## src/rtl/lc3b_types.sv

```systemverilog
// Shared types for the LC-3b branch prediction / resolution path.
//   lc3b_word      : 16-bit machine word (pc, targets)
//   lc3b_bpred     : prediction record captured at fetch {pc, taken, target}
//   br_res_state_t : resolver FSM states
package lc3b_types;

    typedef logic [15:0] lc3b_word;

    typedef struct packed {
        lc3b_word pc;
        logic     taken;
        lc3b_word target;
    } lc3b_bpred;

    typedef enum logic {
        BR_RUN   = 1'b0,
        BR_FLUSH = 1'b1
    } br_res_state_t;

    // Fall-through distance of one LC-3b instruction.
    localparam lc3b_word PC_STEP = 16'd2;

endpackage

```

## src/rtl/bpred_fifo.sv

```systemverilog
// In-order circular buffer of prediction records between fetch and resolve.
//   clk, rst_n  : clock, asynchronous active-low reset
//   push        : write push_data at the tail (taken when not full, or when
//                 a pop happens in the same cycle)
//   push_data   : record to store
//   pop         : retire the head record (ignored when empty)
//   clear       : discard all records; overrides push and pop
//   head        : oldest record, valid while !empty
//   full, empty : occupancy flags, combinational from the count
module bpred_fifo
    import lc3b_types::*;
#(
    parameter int DEPTH = 4
) (
    input  logic      clk,
    input  logic      rst_n,
    input  logic      push,
    input  lc3b_bpred push_data,
    input  logic      pop,
    input  logic      clear,
    output lc3b_bpred head,
    output logic      full,
    output logic      empty
);

    localparam int PTR_W = $clog2(DEPTH);
    localparam int CNT_BITS = PTR_W + 1;

    lc3b_bpred            mem_q [DEPTH];
    logic [PTR_W-1:0]     wr_ptr_q, wr_ptr_d;
    logic [PTR_W-1:0]     rd_ptr_q, rd_ptr_d;
    logic [CNT_BITS-1:0]  count_q,  count_d;
    logic                 do_push, do_pop;

    assign full    = (count_q == CNT_BITS'(DEPTH));
    assign empty   = (count_q == '0);
    assign head    = mem_q[rd_ptr_q];

    // When full, a push is still legal if the head leaves in the same cycle:
    // the tail slot being written is the one the head vacates.
    assign do_push = push && (!full || pop) && !clear;
    assign do_pop  = pop && !empty && !clear;

    // NOTE: every signal assigned in always_comb gets a default first, so no
    // path can leave it unassigned and infer a latch.
    always_comb begin
        wr_ptr_d = wr_ptr_q;
        rd_ptr_d = rd_ptr_q;
        count_d  = count_q;
        if (clear) begin
            wr_ptr_d = '0;
            rd_ptr_d = '0;
            count_d  = '0;
        end else begin
            if (do_push) wr_ptr_d = wr_ptr_q + 1'b1;
            if (do_pop)  rd_ptr_d = rd_ptr_q + 1'b1;
            case ({do_push, do_pop})
                2'b10:   count_d = count_q + 1'b1;
                2'b01:   count_d = count_q - 1'b1;
                default: count_d = count_q;
            endcase
        end
    end

    // NOTE: sequential state uses non-blocking assignments so every flop
    // samples the pre-edge values, independent of statement order.
    always_ff @(posedge clk or negedge rst_n) begin
        if (!rst_n) begin
            wr_ptr_q <= '0;
            rd_ptr_q <= '0;
            count_q  <= '0;
        end else begin
            wr_ptr_q <= wr_ptr_d;
            rd_ptr_q <= rd_ptr_d;
            count_q  <= count_d;
        end
    end

    // NOTE: record storage is deliberately not reset; count_q alone decides
    // which entries are meaningful, so stale contents are never observed.
    always_ff @(posedge clk) begin
        if (do_push) mem_q[wr_ptr_q] <= push_data;
    end

endmodule

```

## src/rtl/branch_resolver.sv

```systemverilog
// Resolution-side partner of the fetch-stage BTB lookup.
// Fetch pushes one prediction record per fetched instruction; at resolution
// the oldest record is compared with the real outcome. A mispredict flushes
// all in-flight records and pulses redirect; a taken branch whose target the
// BTB lacked or got wrong pulses btb_load.
//   fetch_valid/fetch_pc/pred_taken/pred_target : push a prediction record
//   fifo_full        : no free record, fetch must stall
//   resolve_valid/is_branch/actual_taken/actual_target : head outcome
//   redirect/redirect_pc : 1-cycle restart pulse and the correct next pc
//   btb_load/btb_br_pc/btb_target : 1-cycle BTB write strobe and data
//   branch_count/mispredict_cnt   : saturating statistics
//   protocol_err     : sticky, push while full or pop while empty
module branch_resolver
    import lc3b_types::*;
#(
    parameter int DEPTH = 4,
    parameter int CNT_W = 16
) (
    input  logic             clk,
    input  logic             rst_n,
    input  logic             fetch_valid,
    input  logic [15:0]      fetch_pc,
    input  logic             pred_taken,
    input  logic [15:0]      pred_target,
    output logic             fifo_full,
    input  logic             resolve_valid,
    input  logic             is_branch,
    input  logic             actual_taken,
    input  logic [15:0]      actual_target,
    output logic             redirect,
    output logic [15:0]      redirect_pc,
    output logic             btb_load,
    output logic [15:0]      btb_br_pc,
    output logic [15:0]      btb_target,
    output logic [CNT_W-1:0] branch_count,
    output logic [CNT_W-1:0] mispredict_cnt,
    output logic             protocol_err
);

    br_res_state_t    state_q, state_d;
    logic             run_mode;

    lc3b_bpred        head;
    lc3b_bpred        push_rec;
    logic             fifo_empty;

    logic             push_req, pop_req;
    logic             eff_taken, mispredict, btb_update, err_set;
    lc3b_word         next_pc;

    logic             redirect_q,     redirect_d;
    lc3b_word         redirect_pc_q,  redirect_pc_d;
    logic             btb_load_q,     btb_load_d;
    lc3b_word         btb_br_pc_q,    btb_br_pc_d;
    lc3b_word         btb_target_q,   btb_target_d;
    logic [CNT_W-1:0] branch_count_q, branch_count_d;
    logic [CNT_W-1:0] mispredict_q,   mispredict_d;
    logic             protocol_err_q, protocol_err_d;

    // ---------------- FSM ----------------
    always_ff @(posedge clk or negedge rst_n) begin
        if (!rst_n) state_q <= BR_RUN;
        else        state_q <= state_d;
    end

    always_comb begin
        state_d = state_q;
        case (state_q)
            BR_RUN:   if (mispredict) state_d = BR_FLUSH;
            BR_FLUSH: state_d = BR_RUN;
            default:  state_d = BR_RUN;
        endcase
    end

    // FLUSH is the single cycle in which squashed fetch/resolve traffic is
    // still on the wires; it is ignored outright rather than flagged.
    always_comb begin
        run_mode = (state_q == BR_RUN);
    end

    // ---------------- tracking FIFO ----------------
    assign push_rec = '{pc: fetch_pc, taken: pred_taken, target: pred_target};
    assign push_req = run_mode && fetch_valid;
    assign pop_req  = run_mode && resolve_valid && !fifo_empty;

    bpred_fifo #(.DEPTH(DEPTH)) u_fifo (
        .clk       (clk),
        .rst_n     (rst_n),
        .push      (push_req),
        .push_data (push_rec),
        .pop       (pop_req),
        .clear     (mispredict),
        .head      (head),
        .full      (fifo_full),
        .empty     (fifo_empty)
    );

    // ---------------- resolution compare ----------------
    // A non-branch never transfers control, so an aliased BTB hit on it is
    // judged against "not taken".
    assign eff_taken  = is_branch && actual_taken;
    assign mispredict = pop_req &&
                        ((head.taken != eff_taken) ||
                         (eff_taken && (head.target != actual_target)));
    assign btb_update = pop_req && eff_taken &&
                        (!head.taken || (head.target != actual_target));
    assign next_pc    = eff_taken ? actual_target : lc3b_word'(head.pc + PC_STEP);
    assign err_set    = run_mode &&
                        ((resolve_valid && fifo_empty) ||
                         (fetch_valid && fifo_full && !pop_req));

    always_comb begin
        redirect_d     = mispredict;
        redirect_pc_d  = redirect_pc_q;
        btb_load_d     = btb_update;
        btb_br_pc_d    = btb_br_pc_q;
        btb_target_d   = btb_target_q;
        branch_count_d = branch_count_q;
        mispredict_d   = mispredict_q;
        protocol_err_d = protocol_err_q | err_set;

        if (mispredict) begin
            redirect_pc_d = next_pc;
            if (mispredict_q != '1) mispredict_d = mispredict_q + 1'b1;
        end
        if (btb_update) begin
            btb_br_pc_d  = head.pc;
            btb_target_d = actual_target;
        end
        if (pop_req && is_branch && (branch_count_q != '1))
            branch_count_d = branch_count_q + 1'b1;
    end

    always_ff @(posedge clk or negedge rst_n) begin
        if (!rst_n) begin
            redirect_q     <= 1'b0;
            redirect_pc_q  <= '0;
            btb_load_q     <= 1'b0;
            btb_br_pc_q    <= '0;
            btb_target_q   <= '0;
            branch_count_q <= '0;
            mispredict_q   <= '0;
            protocol_err_q <= 1'b0;
        end else begin
            redirect_q     <= redirect_d;
            redirect_pc_q  <= redirect_pc_d;
            btb_load_q     <= btb_load_d;
            btb_br_pc_q    <= btb_br_pc_d;
            btb_target_q   <= btb_target_d;
            branch_count_q <= branch_count_d;
            mispredict_q   <= mispredict_d;
            protocol_err_q <= protocol_err_d;
        end
    end

    assign redirect       = redirect_q;
    assign redirect_pc    = redirect_pc_q;
    assign btb_load       = btb_load_q;
    assign btb_br_pc      = btb_br_pc_q;
    assign btb_target     = btb_target_q;
    assign branch_count   = branch_count_q;
    assign mispredict_cnt = mispredict_q;
    assign protocol_err   = protocol_err_q;

endmodule
```

## config.mk

```make
export PLATFORM = sky130hd
export DESIGN_NAME = branch_resolver
export DESIGN_NICKNAME = d
export VERILOG_FILES = /design/src/rtl/lc3b_types.sv /design/src/rtl/bpred_fifo.sv /design/src/rtl/branch_resolver.sv
export SDC_FILE = /design/constraint.sdc
export NUM_CORES = 1
export LEC_CHECK = 0
export ABC_CLOCK_PERIOD_IN_PS = 4600
export CAP_MARGIN = 25
export CORE_ASPECT_RATIO = 1.1
export CORE_UTILIZATION = 54
export DETAILED_ROUTE_END_ITERATION = 7
export PLACE_DENSITY = 0.8
export SLEW_MARGIN = 20
export SYNTH_ARGS = -nofsm -noshare
export SYNTH_HDL_FRONTEND = slang
export SYNTH_SLANG_ARGS = --single-unit
```

## constraint.sdc

```tcl
create_clock -name clk -period 4.6 [get_ports clk]
set_input_delay 0.92 -clock clk [delete_from_list [all_inputs] [get_ports clk]]
set_output_delay 0.92 -clock clk [all_outputs]
set_load 0.02 [all_outputs]
```

# --- Word-level counts from Yosys, hierarchy flattened ---
# Memory sizes are Yosys's and may differ from the RTL's.
# Cells that the tools add are included.
word_totals:
  reg_bits: 91
  ram_bits: 132
  input_bits: 55
  output_inout_bits: 84
  n_memories: 1
op_classes:
  add_sub_neg: 7
  eq_ne: 7
  muxes: 11
  bitwise: 2
  n_reduce_logical: 32
mem_list:
  columns: ["memory", "depth", "width", "read_ports", "rd_clocked_by_memory_dff", "wr", "line", "rtl"]
  rows:
  - ["u_fifo.mem_q", 4, 33, 1, 0, 1, "bpred_fifo.sv:29", "lc3b_bpred mem_q [DEPTH];"]
op_table:
  columns: ["cell", "count"]
  rows:
  - ["$add A16 B1 Y16 const B", 2]
  - ["$ne A16 B16 Y1 const B", 2]
  - ["$logic_and A1 B1 Y1", 18]
  - ["$add A16 B2 Y16 const B", 1]
  - ["$mux W16", 1]
  - ["$ne A16 B16 Y1", 1]
  - ["$mux W2", 4]
  - ["$pmux W3 S2", 1]
  - ["$logic_not A1 Y1", 5]
  - ["$add A2 B1 Y2 const B", 2]
  - ["$logic_or A1 B1 Y1", 4]
  - ["$reduce_bool A2 Y1", 2]
  - ["$add A3 B1 Y3 const B", 1]
  - ["$eq A3 B3 Y1 const B", 1]
  - ["$logic_not A3 Y1", 1]
  - ["$mux W1", 3]
  - ["$mux W3", 1]
  - ["$reduce_bool A3 Y1", 1]
  - ["$sub A3 B1 Y3 const B", 1]
  - ["$eq A2 B1 Y1 const B", 1]
  - ["$eq A2 B2 Y1 const B", 1]
  - ["$pmux W1 S2", 1]
  - ["$reduce_and A2 Y1", 1]
  - ["$ne A1 B1 Y1", 1]
  - ["2 further kinds", 2]

# --- Longest topological paths before layout ---
# Gate-level depths: netlist of run 1.
# An unclocked memory read counts as a cell.
depth:
  ltp_word: 10
  mapped_depth: 18
  depth_no_buf: 13

# --- Cells and area by module ---
# A second synthesis of run 1 with hierarchy kept.
unflattened:
  hier_cells: 586
  area_unflattened_um2: 9328.9
modules_own_cells:
  columns: ["mod", "n_inst", "cells_each", "area_each_um2", "seq_area_each_um2"]
  rows:
  - ["bpred_fifo", 1, 237, 5312.6, 4139.0]
  - ["branch_resolver", 1, 349, 4016.4, 2102.0]

# --- Worst setup path before layout of run 1 ---
# OpenSTA, ideal clock, no wires.
synth_timing:
  kind: "reg2reg"
  from: "register u_fifo.rd_ptr_q[1]"
  to: "memory u_fifo.mem_q[0][0] (netlist name) (enable)"
  setup_time_ns: 0.393
  t_arrival_ns: 2.848
  slack_ns: 1.359
  stages_incl_launch_ff: 10
  path_buffers: 2
  synth_period_minus_slack_ns: 3.241
  path_cell_list: "dfrtp_1 > clkbuf_1 > buf_4 > mux4_2 > xnor2_1 > nand4_1 > nor4_2 > nand4_4 > nand2_4 > and3_1"
synth_between:
  elab_chain_len: 9
  elab_cells_between_ends: 10
  cone_classes: "eq/ne: 2; mux: 2; reduce/logical: 5; memory: 1"
synth_lines:
  columns: ["item", "line", "rtl"]
  rows:
  - ["start: declaration", "bpred_fifo.sv:31", "logic [PTR_W-1:0] rd_ptr_q, rd_ptr_d;"]
  - ["start signal: assignment", "bpred_fifo.sv:74", "rd_ptr_q <= rd_ptr_d;"]
  - ["$mem_v2 Z4 W33 (*)", null, null]
  - ["$ne A16 B16 Y1", "branch_resolver.sv:104", "(eff_taken && (head.target != actual_target)));"]
  - ["$logic_and A1 B1 Y1", "branch_resolver.sv:104", null]
  - ["$logic_or A1 B1 Y1 (*)", "branch_resolver.sv:103", "((head.taken != eff_taken) ||"]
  - ["$logic_and A1 B1 Y1 (*)", "branch_resolver.sv:102", "assign mispredict = pop_req &&"]
  - ["$logic_not A1 Y1 (*)", "bpred_fifo.sv:41", "assign do_push = push && (!full || pop) && !clear;"]
  - ["$logic_and A1 B1 Y1 (*)", "bpred_fifo.sv:41", null]
  - ["$mux W1 (*)", "bpred_fifo.sv:82", "if (do_push) mem_q[wr_ptr_q] <= push_data;"]
  - ["$mux W1 (not written as such) (*)", "bpred_fifo.sv:82", null]
  - ["end: declaration", "bpred_fifo.sv:29", null]
# Mark *: on every way between the ends. The rest lies on a longest branch, timed or not.

# --- Worst setup path in the final report of run 1 ---
layout_timing:
  from: "register u_fifo.rd_ptr_q[0]"
  to: "memory u_fifo.mem_q[2][25] (netlist name) (enable)"
# Same word-level chain as after synthesis.

==> metrics, run 1 <==
worst ir drop on vdd 0.000394 V; Synth Cell Area 9410 sq um; RSZ-0062 raised after global routing false; maximum clock rate 265 MHz; final hold violations 0; clock slew at reported path FFs 70 ps; clock latency on the worst-skew pair 510 ps; Startpoint Class flip-flop; GPL Wtd Cong 0.883; setup TNS 0 ps; Die Height 140 um; via count 5,755; DRT iter0 DRCs 430; share of layout cells above drive strength 1 0.120; final period utilization 0.819; CTS buffer count 22; Least-Margin Pin Slew 851 ps; antenna fix cells 0; number of routed nets with antenna violations 0; Clock Sinks 223; largest net degree at the start of global routing 64; fill count 1,181; die width 128 um; FF/Latch Area 6240 sq um; share of the synthesized area in the top cell type 0.421; Hold Buf Count CTS 0; area of the die 18,000 sq um; crit path DAT 3960 ps; static leakage 4.39 nW; Max Transition Viols Final 0; DR vias/cell 5.74; CTS tree built; Synth Instances 597; clock root buffer clkbuf_16; Post-synth EDFFs 132; total global-route track usage 0.245; sequential cell area fraction in the yosys report 0.663; worst-path maximum fanout 19; first-pass GRT wire length 33,300 um; setup bufs post-CTS 0; status completed; Synth Register Bits 223; nets@finish 815; # DRC 0; max-cap viol count 0; post-detail-place hpwl 14,700 um; Placed Area 11,100 sq um; final setup fails 0; H-Tree Depth 1; Starting Density 0.553; multi-input logic area 2980 sq um; Avg Cell Area, Syn 15.8 sq um; WL/cell 21.0 um; Power, Total 7.29 mW; initial antenna violation count 0; Core ar. 17,000 sq um; Clock Path Buffers 3; post-synth top area cell edfxtp_1; utilization after layout 0.692; clk_skew 20.2 ps; wirelength, routed 21,100 um; first drt pass iteration count 5; Synth Flop Type edfxtp_1; area grow syn2layout 25.1%; kind of critical path flip-flop to flip-flop; Ys Warns 0; gr ovfl total 0; Hold WC Path Type flip-flop to flip-flop; FFs w/ async S/R, synth 0.408; number of cell rows 50; Worst Path Required 4790 ps; Net Count, Synth 660; Tmin final 3770 ps; main area contributors after synthesis edfxtp_1 (42%), dfrtp_1 (24%), mux4_2 (6.2%), mux2_1 (4.8%), xnor2_1 (3.6%); cts repair resizes 0; Power per Cell Area 619 nW/um^2; vias in the first global route 5,957; synth unique cells 48; hold_ws 469 ps; I/O Pins 139; slew margin rel. 0.433; post-route cell area 11,800 sq um; IO buf count 138; Worst setup EP type flip-flop
routing by layer:
| layer | routed length [um] | up-vias | track usage |
|---|---|---|---|
| li1 | - | 2564 | - |
| met1 | 8380 | 2906 | 0.317 |
| met2 | 10700 | 232 | 0.422 |
| met3 | 1410 | 53 | 0.0401 |
| met4 | 601 | 0 | 0.0817 |
| met5 | 0 | - | 0 |
stage by stage:
step,worst slack (ps),instances
after floorplan,1360,597
after global placement,756,962
after detailed placement,665,962
after CTS,819,1002
after global routing,584,1002
final,831,1002
report_power, final:
part	switching, mW	total (mW)	internal, mW	leakage, nW
clock network	0.742	1.73	0.983	0.342
registers	0.332	2.97	2.64	2.33
logic	1.36	2.59	1.23	1.72
total	2.43	7.29	4.85	4.39
cell type report:
type                            instances  area share
Clock buffer                           29      0.0508
Clock inverter                         11     0.00840
Inverter                               12     0.00404
Multi-Input combinational cell        341       0.253
Sequential cell                       223       0.530
Tap cell                              234      0.0249
Timing Repair Buffer                  152       0.128
layout by cell type (no fill, tap or decap), types with 11 or more instances in the layout:
cell type	n
mux2_1	40
clkdlybuf4s50_1	137
nand3_1	12
edfxtp_1	132
buf_4	13
nand4_1	15
xnor2_1	39
mux2i_1	17
nand2_1	26
clkbuf_16	23
nor2_1	34
and3_1	19
xor2_1	23
dfrtp_1	89
mux4_2	26
a21oi_1	24
inv_1	11
critical path, cell delays in order, from the launching register on:
cell     delay (ps)
dfrtp_2         720
mux4_2          590
xnor2_1         190
nand4_1         120
nor4_2          420
nand4_4         350
nand2_4         210
and3_1          490
buf_4           330
cell families after synthesis:
kind of cell,count (synthesis),synth area share
compound gates,43,0.0279
xor+xnor,62,0.0577
fa+ha+maj,8,0.0114
buf+inv,33,0.0205
flops,223,0.663
mux,93,0.142
simple gates,135,0.0772
worst paths after layout:
kind | from | endpoint | slack (ps) | depth (start not counted)
setup / recovery | u_fifo.rd_ptr_q[0] | u_fifo.mem_q[2][25] | 830 | 8
hold / removal | state_q | protocol_err | 470 | 1
setup reg to reg | u_fifo.rd_ptr_q[0] | u_fifo.mem_q[2][25] | 830 | 8
hold reg to reg | state_q | protocol_err | 470 | 1
max in group asynchronous | rst_n | branch_count[13] | 3190 | 2
min in group asynchronous | rst_n | mispredict_cnt[2] | 500 | 1
sequential cells by signal (all words and copies together), names as in the netlist:
signal and cells:
branch_count 16, btb_br_pc 16, btb_load 1, btb_target 16, mispredict_cnt 16, protocol_err 1
redirect 1, redirect_pc 16, state_q 1, u_fifo.count_q 3, u_fifo.mem_q 132, u_fifo.rd_ptr_q 2
u_fifo.wr_ptr_q 2
cells in the mapped netlist, drive strengths merged (13+ instances only):
cell type	instances
xor2	23
mux2i	17
xnor2	39
buf	13
nand4	16
nor2	34
nand2	27
and3	19
mux2	50
a21oi	24
mux4	26
dfrtp	91
edfxtp	132
Note: power is estimated with default switching activity, not from simulation.
==> run 2: changes to the inputs <==
--- a/config.mk
+++ b/config.mk
@@ -5,7 +5,7 @@
 export SDC_FILE = /design/constraint.sdc
 export NUM_CORES = 1
 export LEC_CHECK = 0
-export ABC_CLOCK_PERIOD_IN_PS = 4600
+export ABC_CLOCK_PERIOD_IN_PS = 3500
 export CAP_MARGIN = 25
 export CORE_ASPECT_RATIO = 1.1
 export CORE_UTILIZATION = 54
==> constraint.sdc (replaced) <==
create_clock -name clk -period 3.5 [get_ports clk]
set_input_delay 0.7 -clock clk [delete_from_list [all_inputs] [get_ports clk]]
set_output_delay 0.7 -clock clk [all_outputs]
set_load 0.02 [all_outputs]
==> metrics, run 2 (same netlist as run 1, synthesis figures left out) <==
slowest CP cell dfrtp_2; slew margin rel. 0.471; via count 5,817; number of cell rows 50; crit-path cells buf_4 -> mux4_2 -> xnor2_1 -> nand2_1 -> nor4_2 -> nand4_4 -> nand2_4 -> inv_4 -> nor3_2 -> fa_1 -> nor3_1 -> a31oi_1 -> xnor2_1 -> nor2_1; final hold violations 0; share of layout cells above drive strength 1 0.132; max-cap viol count 0; CTS buffer count 23; most frequent CP cell xnor2_1; Worst setup EP type flip-flop; Comb pwr share 0.348; GPL Wtd Cong 0.892; number of routed nets with antenna violations 0; DRT iter0 DRCs 393; Core ar. 17,000 sq um; area grow syn2layout 27.2%; Most flops, register u_fifo.mem_q; worst ir drop on vdd 0.000452 V; final setup fails 0; setup bufs post-CTS 0; Least-Margin Pin Slew 793 ps; clock slew at reported path FFs 70 ps; setup TNS 0 ps; H-Tree Depth 1; # DRC 0; post-detail-place hpwl 14,200 um; area of the die 18,000 sq um; die width 128 um; Power per Cell Area 838 nW/um^2; Max Transition Viols Final 0; initial antenna violation count 0; clock latency on the worst-skew pair 500 ps; Reg-to-Reg End u_fifo.count_q[2]; Hold Buf Count CTS 0; first-pass GRT wire length 33,200 um; Power, Total 10.0 mW; clock root buffer clkbuf_16; placed cell count 966; R2R Setup Slk 300 ps; Seq pwr share 0.386; maximum clock rate 313 MHz; status completed; reg-to-reg startpoint u_fifo.rd_ptr_q[0]; CP startpoint u_fifo.rd_ptr_q[0]; IO buf count 138; commonest non-fill, non-tap cell in the layout clkdlybuf4s50_1; total global-route track usage 0.245; clock network fraction of design power 0.266; WL/cell 21.0 um; gr ovfl total 0; internal cell power 6.80 mW; first drt pass iteration count 5; RSZ-0062 raised after global routing false; utilization after layout 0.704; Clock Sinks 223; Startpoint Class flip-flop; kind of critical path flip-flop to flip-flop; vias in the first global route 5,998; Hold WC Path Type primary input to asynchronous set/reset pin; wirelength, routed 21,100 um; Worst R2R Path Depth 14; largest net degree at the start of global routing 60; CTS tree built; DR vias/cell 5.77; clk_skew 16.6 ps; nets@finish 820; final period utilization 0.913; Clock Path Buffers 3; Starting Density 0.553; non-filler instance count after layout 1,008; hold_ws 261 ps; cts repair resizes 0; Tmin final 3200 ps; Die Height 140 um; critical path's largest stage delay 580 ps; NetSw 3.24 mW; most frequent cells in the layout clkdlybuf4s50_1 (137), edfxtp_1 (132), dfrtp_1 (89); I/O Pins 139; Switching Share 0.322; crit path DAT 3570 ps; Worst Path Required 3880 ps; static leakage 4.48 nW; max reg flops 132; worst-path maximum fanout 10
run 2: cell types whose count changed in the layout (fill, tap and decap cells not counted):
cell	change
clkinvlp_4	+2
inv_8	-1
diode_2	+1
clkinv_4	-2
bufinv_16	+5
clkbuf_8	+1
clkinv_1	-1
buf_4	+2
inv_6	+1
buf_12	+2
clkbuf_1	-4
run 2: final cells by class:
class / instances / area (sq um)
sequential: 223 / 6240
antenna: 1 / 2.50
multi-input combinational: 341 / 2980
clock inverter: 15 / 240
inverter: 12 / 47.5
tap: 234 / 293
fill: 1090 / 5040
timing repair buffer: 156 / 1560
clock buffer: 26 / 597
run 2: stage by stage:
stage | setup slack [ps] | instance area, sq um
finish | 303 | 12000
floorplan | 259 | 9410
detailed placement | 271 | 11100
global route | 26.5 | 12000
CTS | 281 | 12000
global placement | 279 | 11100
run 2: critical path, delay by kind of cell, from the launching register on:
family,cells,cell delay [ps]
flops,1,580
fa+ha+maj,1,210
mux,1,540
xor+xnor,2,290
compound gates,1,180
buf+inv,2,330
simple gates,7,940
run 2: how the worst max path moves through the flow:
stage	end	cells past startpoint
after floorplan	u_fifo.mem_q[0][0]	9
after detailed placement	u_fifo.count_q[2]	14
final	u_fifo.count_q[2]	14
after CTS	u_fifo.count_q[2]	14
after global placement	u_fifo.count_q[2]	14
after global routing	u_fifo.count_q[2]	14
run 2: power by group through the flow:
stage / Combinational [mW] / Clock [mW] / Sequential, mW
after floorplan: 1.74 / 0 / 4.20
after global placement: 3.40 / 0 / 3.87
after detailed placement: 3.48 / 0 / 3.92
after CTS: 3.52 / 2.69 / 3.88
after global routing: 3.73 / 2.81 / 3.94
final: 3.49 / 2.67 / 3.88
run 2: routing by layer:
layer	wire [um]	vias to the layer above	part of all wire	track usage
met5	0	-	0	0
met4	386	0	0.018	0.0743
met3	1550	31	0.073	0.0393
met2	10800	271	0.51	0.433
met1	8390	2952	0.40	0.308
li1	-	2563	-	-
==> RTL edit 1, RTL diff (settings of run 1) <==
Make the reset (`rst_n`) synchronous in 3 clocked blocks. Comments in the files are not updated.
--- a/src/rtl/bpred_fifo.sv
+++ b/src/rtl/bpred_fifo.sv
@@ -64,7 +64,7 @@
 
     // NOTE: sequential state uses non-blocking assignments so every flop
     // samples the pre-edge values, independent of statement order.
-    always_ff @(posedge clk or negedge rst_n) begin
+    always_ff @(posedge clk) begin
         if (!rst_n) begin
             wr_ptr_q <= '0;
             rd_ptr_q <= '0;
--- a/src/rtl/branch_resolver.sv
+++ b/src/rtl/branch_resolver.sv
@@ -58,7 +58,7 @@
     logic             protocol_err_q, protocol_err_d;
 
     // ---------------- FSM ----------------
-    always_ff @(posedge clk or negedge rst_n) begin
+    always_ff @(posedge clk) begin
         if (!rst_n) state_q <= BR_RUN;
         else        state_q <= state_d;
     end
@@ -131,7 +131,7 @@
             branch_count_d = branch_count_q + 1'b1;
     end
 
-    always_ff @(posedge clk or negedge rst_n) begin
+    always_ff @(posedge clk) begin
         if (!rst_n) begin
             redirect_q     <= 1'b0;
             redirect_pc_q  <= '0;
Function: differs if rst_n is asserted again (counterexample within 4 cycles, from zero or initial values and one cycle with rst_n low); with rst_n held inactive, the same outputs for 4 cycles.
==> RTL edit 1 against run 1 <==
Cell area fell by 0.97%. Via count rose by 13%. Worst setup slack got worse by 0.13 ns. Sequential cell count increased by 2. Critical endpoint is now u_fifo.count_q[2]$_SDFFE_PP0P_. Worst hold slack worse by 0.020 ns. Area after synthesis down 0.35%. Highest routed layer unchanged. Critical path type unchanged. Wire length up 9.6%. Count of clock-buffer cells in the layout fell by 2.
Power is not compared: it rests on default switching activity, and its combinational part moved more than twofold at a synthesized area within 25%.
==> RTL edit 1: results (changes against run 1) <==
[worst_setup_path]
slowest_delay_ns = 0.70  ; -0.02 ns
arrival_ns = 4.28  ; +0.32 ns
cpMaxStageDelayCell = dfxtp_2
r2r_slack_ns = 0.70  ; -0.13 ns
crit_fanout = 16  ; -3

[logic_synthesis]
synth-async-reset-ratio = 0  ; -0.4081
syn_inst = 732  ; +23%
seq_area_frac_synth = 0.6211  ; -0.04199
synthesis.nets = 796  ; +21%
yosys-top-cells-area = edfxtp_1, dfxtp_1, mux4_2

[grt]
grt_usage = 0.2610  ; +0.01585
grt_pass1_wl_mm = 35.38  ; +6.2%
grt_pass1_vias = 6375  ; +7.0%
grt_max_degree = 62  ; -3.1%

[routing]
wl_per_cell_um = 20.72  ; -1.4%
drt_iter0_drc = 588  ; +37%
via_per_inst = 5.829  ; +1.5%

[placement]
hpwl_mm = 15.67  ; +6.4%
place_congestion = 0.8479  ; -4.0%
place_area_um2 = 10960  ; -1.0%

[final_layout]
drive_above_1_share = 0.1011  ; -0.01866
final_nets = 930  ; +14%
fillers = 1191  ; +0.85%

[sta]
whs_ns = 0.4490  ; -0.02035 ns
slew_headroom = 0.3208  ; -0.1122

[status]
outcome = finished, final reports clean

[cts]
cts_sinks = 225  ; +0.90%

[RTL edit 1: final timing paths]
kind                             startpoint                             end  depth (start not counted)
setup reg to reg                       flop  u_fifo.count_q[2]$_SDFFE_PP0P_                         13
hold / removal    btb_br_pc[9]$_SDFFE_PN0P_       btb_br_pc[9]$_SDFFE_PN0P_                          2
setup / recovery                       flop  u_fifo.count_q[2]$_SDFFE_PP0P_                         13
hold reg to reg   btb_br_pc[9]$_SDFFE_PN0P_       btb_br_pc[9]$_SDFFE_PN0P_                          2
[RTL edit 1: kinds of logic (layout without fill, tap and decap cells)]
kind of cell    after synthesis  after routing  share of synthesized area
xor+xnor                     49             49                    0.04576
mux                          56             56                     0.1014
fa+ha+maj                     9              9                    0.01281
compound gates               86             86                    0.05430
buf+inv                      50            198                    0.02468
simple gates                257            257                     0.1399
flops                       225            225                     0.6211
[RTL edit 1: area by class of cell]
cell class / instances / area [um^2] / area share
Clock buffer: 27 / 590.6 / 0.05065
Clock inverter: 11 / 106.4 / 0.009121
Inverter: 10 / 37.54 / 0.003219
Multi-Input combinational cell: 457 / 3337 / 0.2862
Sequential cell: 225 / 5827 / 0.4997
Tap cell: 234 / 292.8 / 0.02511
Timing Repair Buffer: 150 / 1469 / 0.1260
[RTL edit 1: per-layer routing]
| metal | up-vias | part of all wire | GRT usage |
|---|---|---|---|
| met5 | - | 0 | 0 |
| met4 | 0 | 0.030 | 0.09474 |
| met3 | 46 | 0.079 | 0.04698 |
| met2 | 319 | 0.51 | 0.4559 |
| met1 | 3168 | 0.38 | 0.3249 |
| li1 | 2960 | - | - |
[RTL edit 1: worst min-delay path: cells and delay by family, from the launching register on]
| family | cells | cell delay, ns |
|---|---|---|
| simple gates | 1 | 0.05 |
| flops | 1 | 0.31 |
| compound gates | 1 | 0.05 |
==> RTL edit 2, RTL diff (settings of run 1) <==
Without the edit above. `DEPTH` is set to 4 in 2 places; all go to 16.
--- a/src/rtl/bpred_fifo.sv
+++ b/src/rtl/bpred_fifo.sv
@@ -10,7 +10,7 @@
 module bpred_fifo
     import lc3b_types::*;
 #(
-    parameter int DEPTH = 4
+    parameter int DEPTH = 16
 ) (
     input  logic      clk,
     input  logic      rst_n,
--- a/src/rtl/branch_resolver.sv
+++ b/src/rtl/branch_resolver.sv
@@ -13,7 +13,7 @@
 module branch_resolver
     import lc3b_types::*;
 #(
-    parameter int DEPTH = 4,
+    parameter int DEPTH = 16,
     parameter int CNT_W = 16
 ) (
     input  logic             clk,
Check against the original RTL: same outputs for any inputs over 4 cycles, from zero or initial values and one cycle with rst_n low; that may be too few to reach the edited logic, so the function may still have changed.
==> RTL edit 2 against run 1 <==
Total power grew 140%. Wire length grew to 3.0 times the old value. Critical path type unchanged. Cell area grew to 2.5 times the old value. Worst hold slack lost 0.16 ns. Worst setup slack lost 0.67 ns. Synthesized cell count grew 120%. Sequential cell count grew 402. Combinational power grew 130%. Area after synthesis grew to 2.7 times the old value.
==> RTL edit 2: results (changes against run 1) <==
[sta]
skew_ns = 0.01615  ; -0.004082 ns
tightest_slew_ns = 0.7499  ; -0.1006 ns

[cts]
clock-root-buffer = clkbuf_16
htree_num_levels = 2  ; +1
clock_tree.buffer_depth = 3  ; unchanged
cts_buffers = 57  ; +160%
clkLatencyLatePin_ns = 0.60  ; +0.09 ns
clk_pin_slew_ns = 0.06

[grt]
grt_usage = 0.2692  ; +0.02402
grt_max_degree = 69  ; +7.8%
grt_pass1_vias = 14470  ; +140%
grt_pass1_wl_mm = 93.85  ; +180%
antenna_found_initial = 1  ; +1

[logic_synthesis]
synth-async-reset-ratio = 0.1552  ; -0.2529
synth_top_cells_by_count = edfxtp_1, mux4_2, dfrtp_1, nand2_1
syn_area_per_cell_um2 = 18.97  ; +20%
synth.distinct_cells = 61  ; +27%
synth_edf_count = 528  ; +300%
yosysTopAreaCellShare = 0.6294  ; +0.2082
seq_area_frac_synth = 0.7257  ; +0.06262
synthesis.nets = 1395  ; +110%
yosys-top-cells-area = edfxtp_1, mux4_2, dfrtp_1
synth_warnings = 0  ; unchanged

[routing]
dr_wl_met2_mm = 31.22  ; +190%
wl_met3_mm = 6.352  ; +350%
via_per_inst = 6.483  ; +13%
wl_per_cell_um = 28.68  ; +37%
drt_iter0_drc = 2061  ; +380%
top_layer = met4
firstDrtPassIters = 7  ; +2
wl_met1_mm = 23.58  ; +180%

[final_layout]
largest_reg_flops = 528  ; +300%
registers.top_by_ff_count = u_fifo.mem_q
drive_above_1_share = 0.2440  ; +0.1242
fillers = 2904  ; +150%
layout.cells.non_filler = 2212  ; +120%
final_nets = 1641  ; +100%

[worst_setup_path]
crit_fanout = 15  ; -4
cpMaxStageDelayCell = dfrtp_4
cp-startpoint = u_fifo.rd_ptr_q[0]$_DFFE_PN0P_
slowest_delay_ns = 0.59  ; -0.13 ns
arrival_ns = 4.91  ; +0.95 ns
r2r_start = u_fifo.rd_ptr_q[0]$_DFFE_PN0P_

[placement]
pre_cts_slack_ns = -0.03588  ; -0.7008 ns
placed_cells_incl_taps = 2086  ; +120%
port_buffers = 138  ; unchanged
place_area_um2 = 28100  ; +150%
hpwl_mm = 39.96  ; +170%
place_congestion = 0.8850  ; +0.24%

[pwr]
leakage_nw = 10.24  ; +130%
peakVddDrop_mv = 0.3154  ; -20%

[worst_hold_path]
min_path_type = in -> async

[status]
outcome = finished, final reports clean

==> RTL edit 2: changes by cell type after synthesis, moves of 22 or more <==
cell      change
a22oi_1      +46
edfxtp_1    +396
mux2_1       -40
mux2_2       +42
mux2i_1      +27
mux4_2       +95
nand2_1      +22
nor4_1       +29
==> RTL edit 2: repair_timing <==
item | 4_1_cts | 5_1_grt
endpoints found under the setup margin | 0 | 1
resized for setup | 0 | 4
buffers inserted | 0 | 15
==> RTL edit 2: where the power goes <==
group          leakage [nW]  internal (mW)  switching (mW)
combinational          3.41           2.75            3.22
clock                 0.865           2.45            2.03
sequential             5.97           6.77           0.449
==> RTL edit 2: kinds of logic (layout without fill, tap and decap cells) <==
kind of cell,count (synthesis),count (layout),synth area share
AO/OA/AOI/OAI,101,101,0.02906
AND/OR/NAND/NOR,229,229,0.04887
flip-flops,625,625,0.7257
buffers and inverters,77,372,0.01614
adder cells (fa/ha/maj),12,12,0.006258
other,0,1,0
multiplexers,221,221,0.1520
XOR/XNOR,63,63,0.02190
==> RTL edit 2: layer usage <==
metal | vias to the layer above | global-route usage
li1 | 5863 | -
met1 | 7298 | 0.3622
met4 | 0 | 0.1016
met5 | - | 0
met2 | 1010 | 0.4385
met3 | 169 | 0.05304
==> RTL edit 2: layout make-up <==
| cell class | instances | area (um^2) | area share |
|---|---|---|---|
| diodes | 1 | 2.502 | 0.00008335 |
| flip-flops and latches | 625 | 18290 | 0.6093 |
| repair buffers | 249 | 2412 | 0.08035 |
| well taps | 588 | 735.7 | 0.02451 |
| clock buffers | 84 | 1587 | 0.05284 |
| multi-input cells | 626 | 6765 | 0.2253 |
| clock inverters | 24 | 172.7 | 0.005751 |
| inverters | 15 | 56.30 | 0.001875 |
==> RTL edit 2: critical path, delay by kind of cell (launching register included) <==
kind,cells,cell delay [ns]
fa+ha+maj,1,0.27
mux,2,1.01
xor+xnor,2,0.38
buf+inv,3,0.50
simple gates,3,0.52
compound gates,6,1.03
flops,1,0.59
==> RTL edit 2: through the flow <==
stage | hold slack [ns] | TNS [ns] | util
6_report | 0.3113 | 0 | 0.6561
5_1_grt | 0.3474 | 0 | 0.6560
4_1_cts | 0.4865 | 0 | 0.6526
3_5_place_dp | 0.4725 | -0.1439 | 0.6141
3_3_place_gp | 0.4588 | 0 | 0.6141
2_1_floorplan | 0.4593 | -280.50 | -
==> RTL edit 2: path summary, 6_finish.rpt <==
kind	to	slack [ns]	depth (start not counted)
min reg2reg	protocol_err$_DFF_PN0_	0.49	2
min	branch_count[2]$_DFFE_PN0P_	0.31	1
max	u_fifo.count_q[4]$_DFFE_PN0P_	0.16	17
min in group clk	protocol_err$_DFF_PN0_	0.49	2
max in group asynchronous	btb_br_pc[1]$_DFFE_PN0P_	3.20	3
max reg2reg	u_fifo.count_q[4]$_DFFE_PN0P_	0.16	17
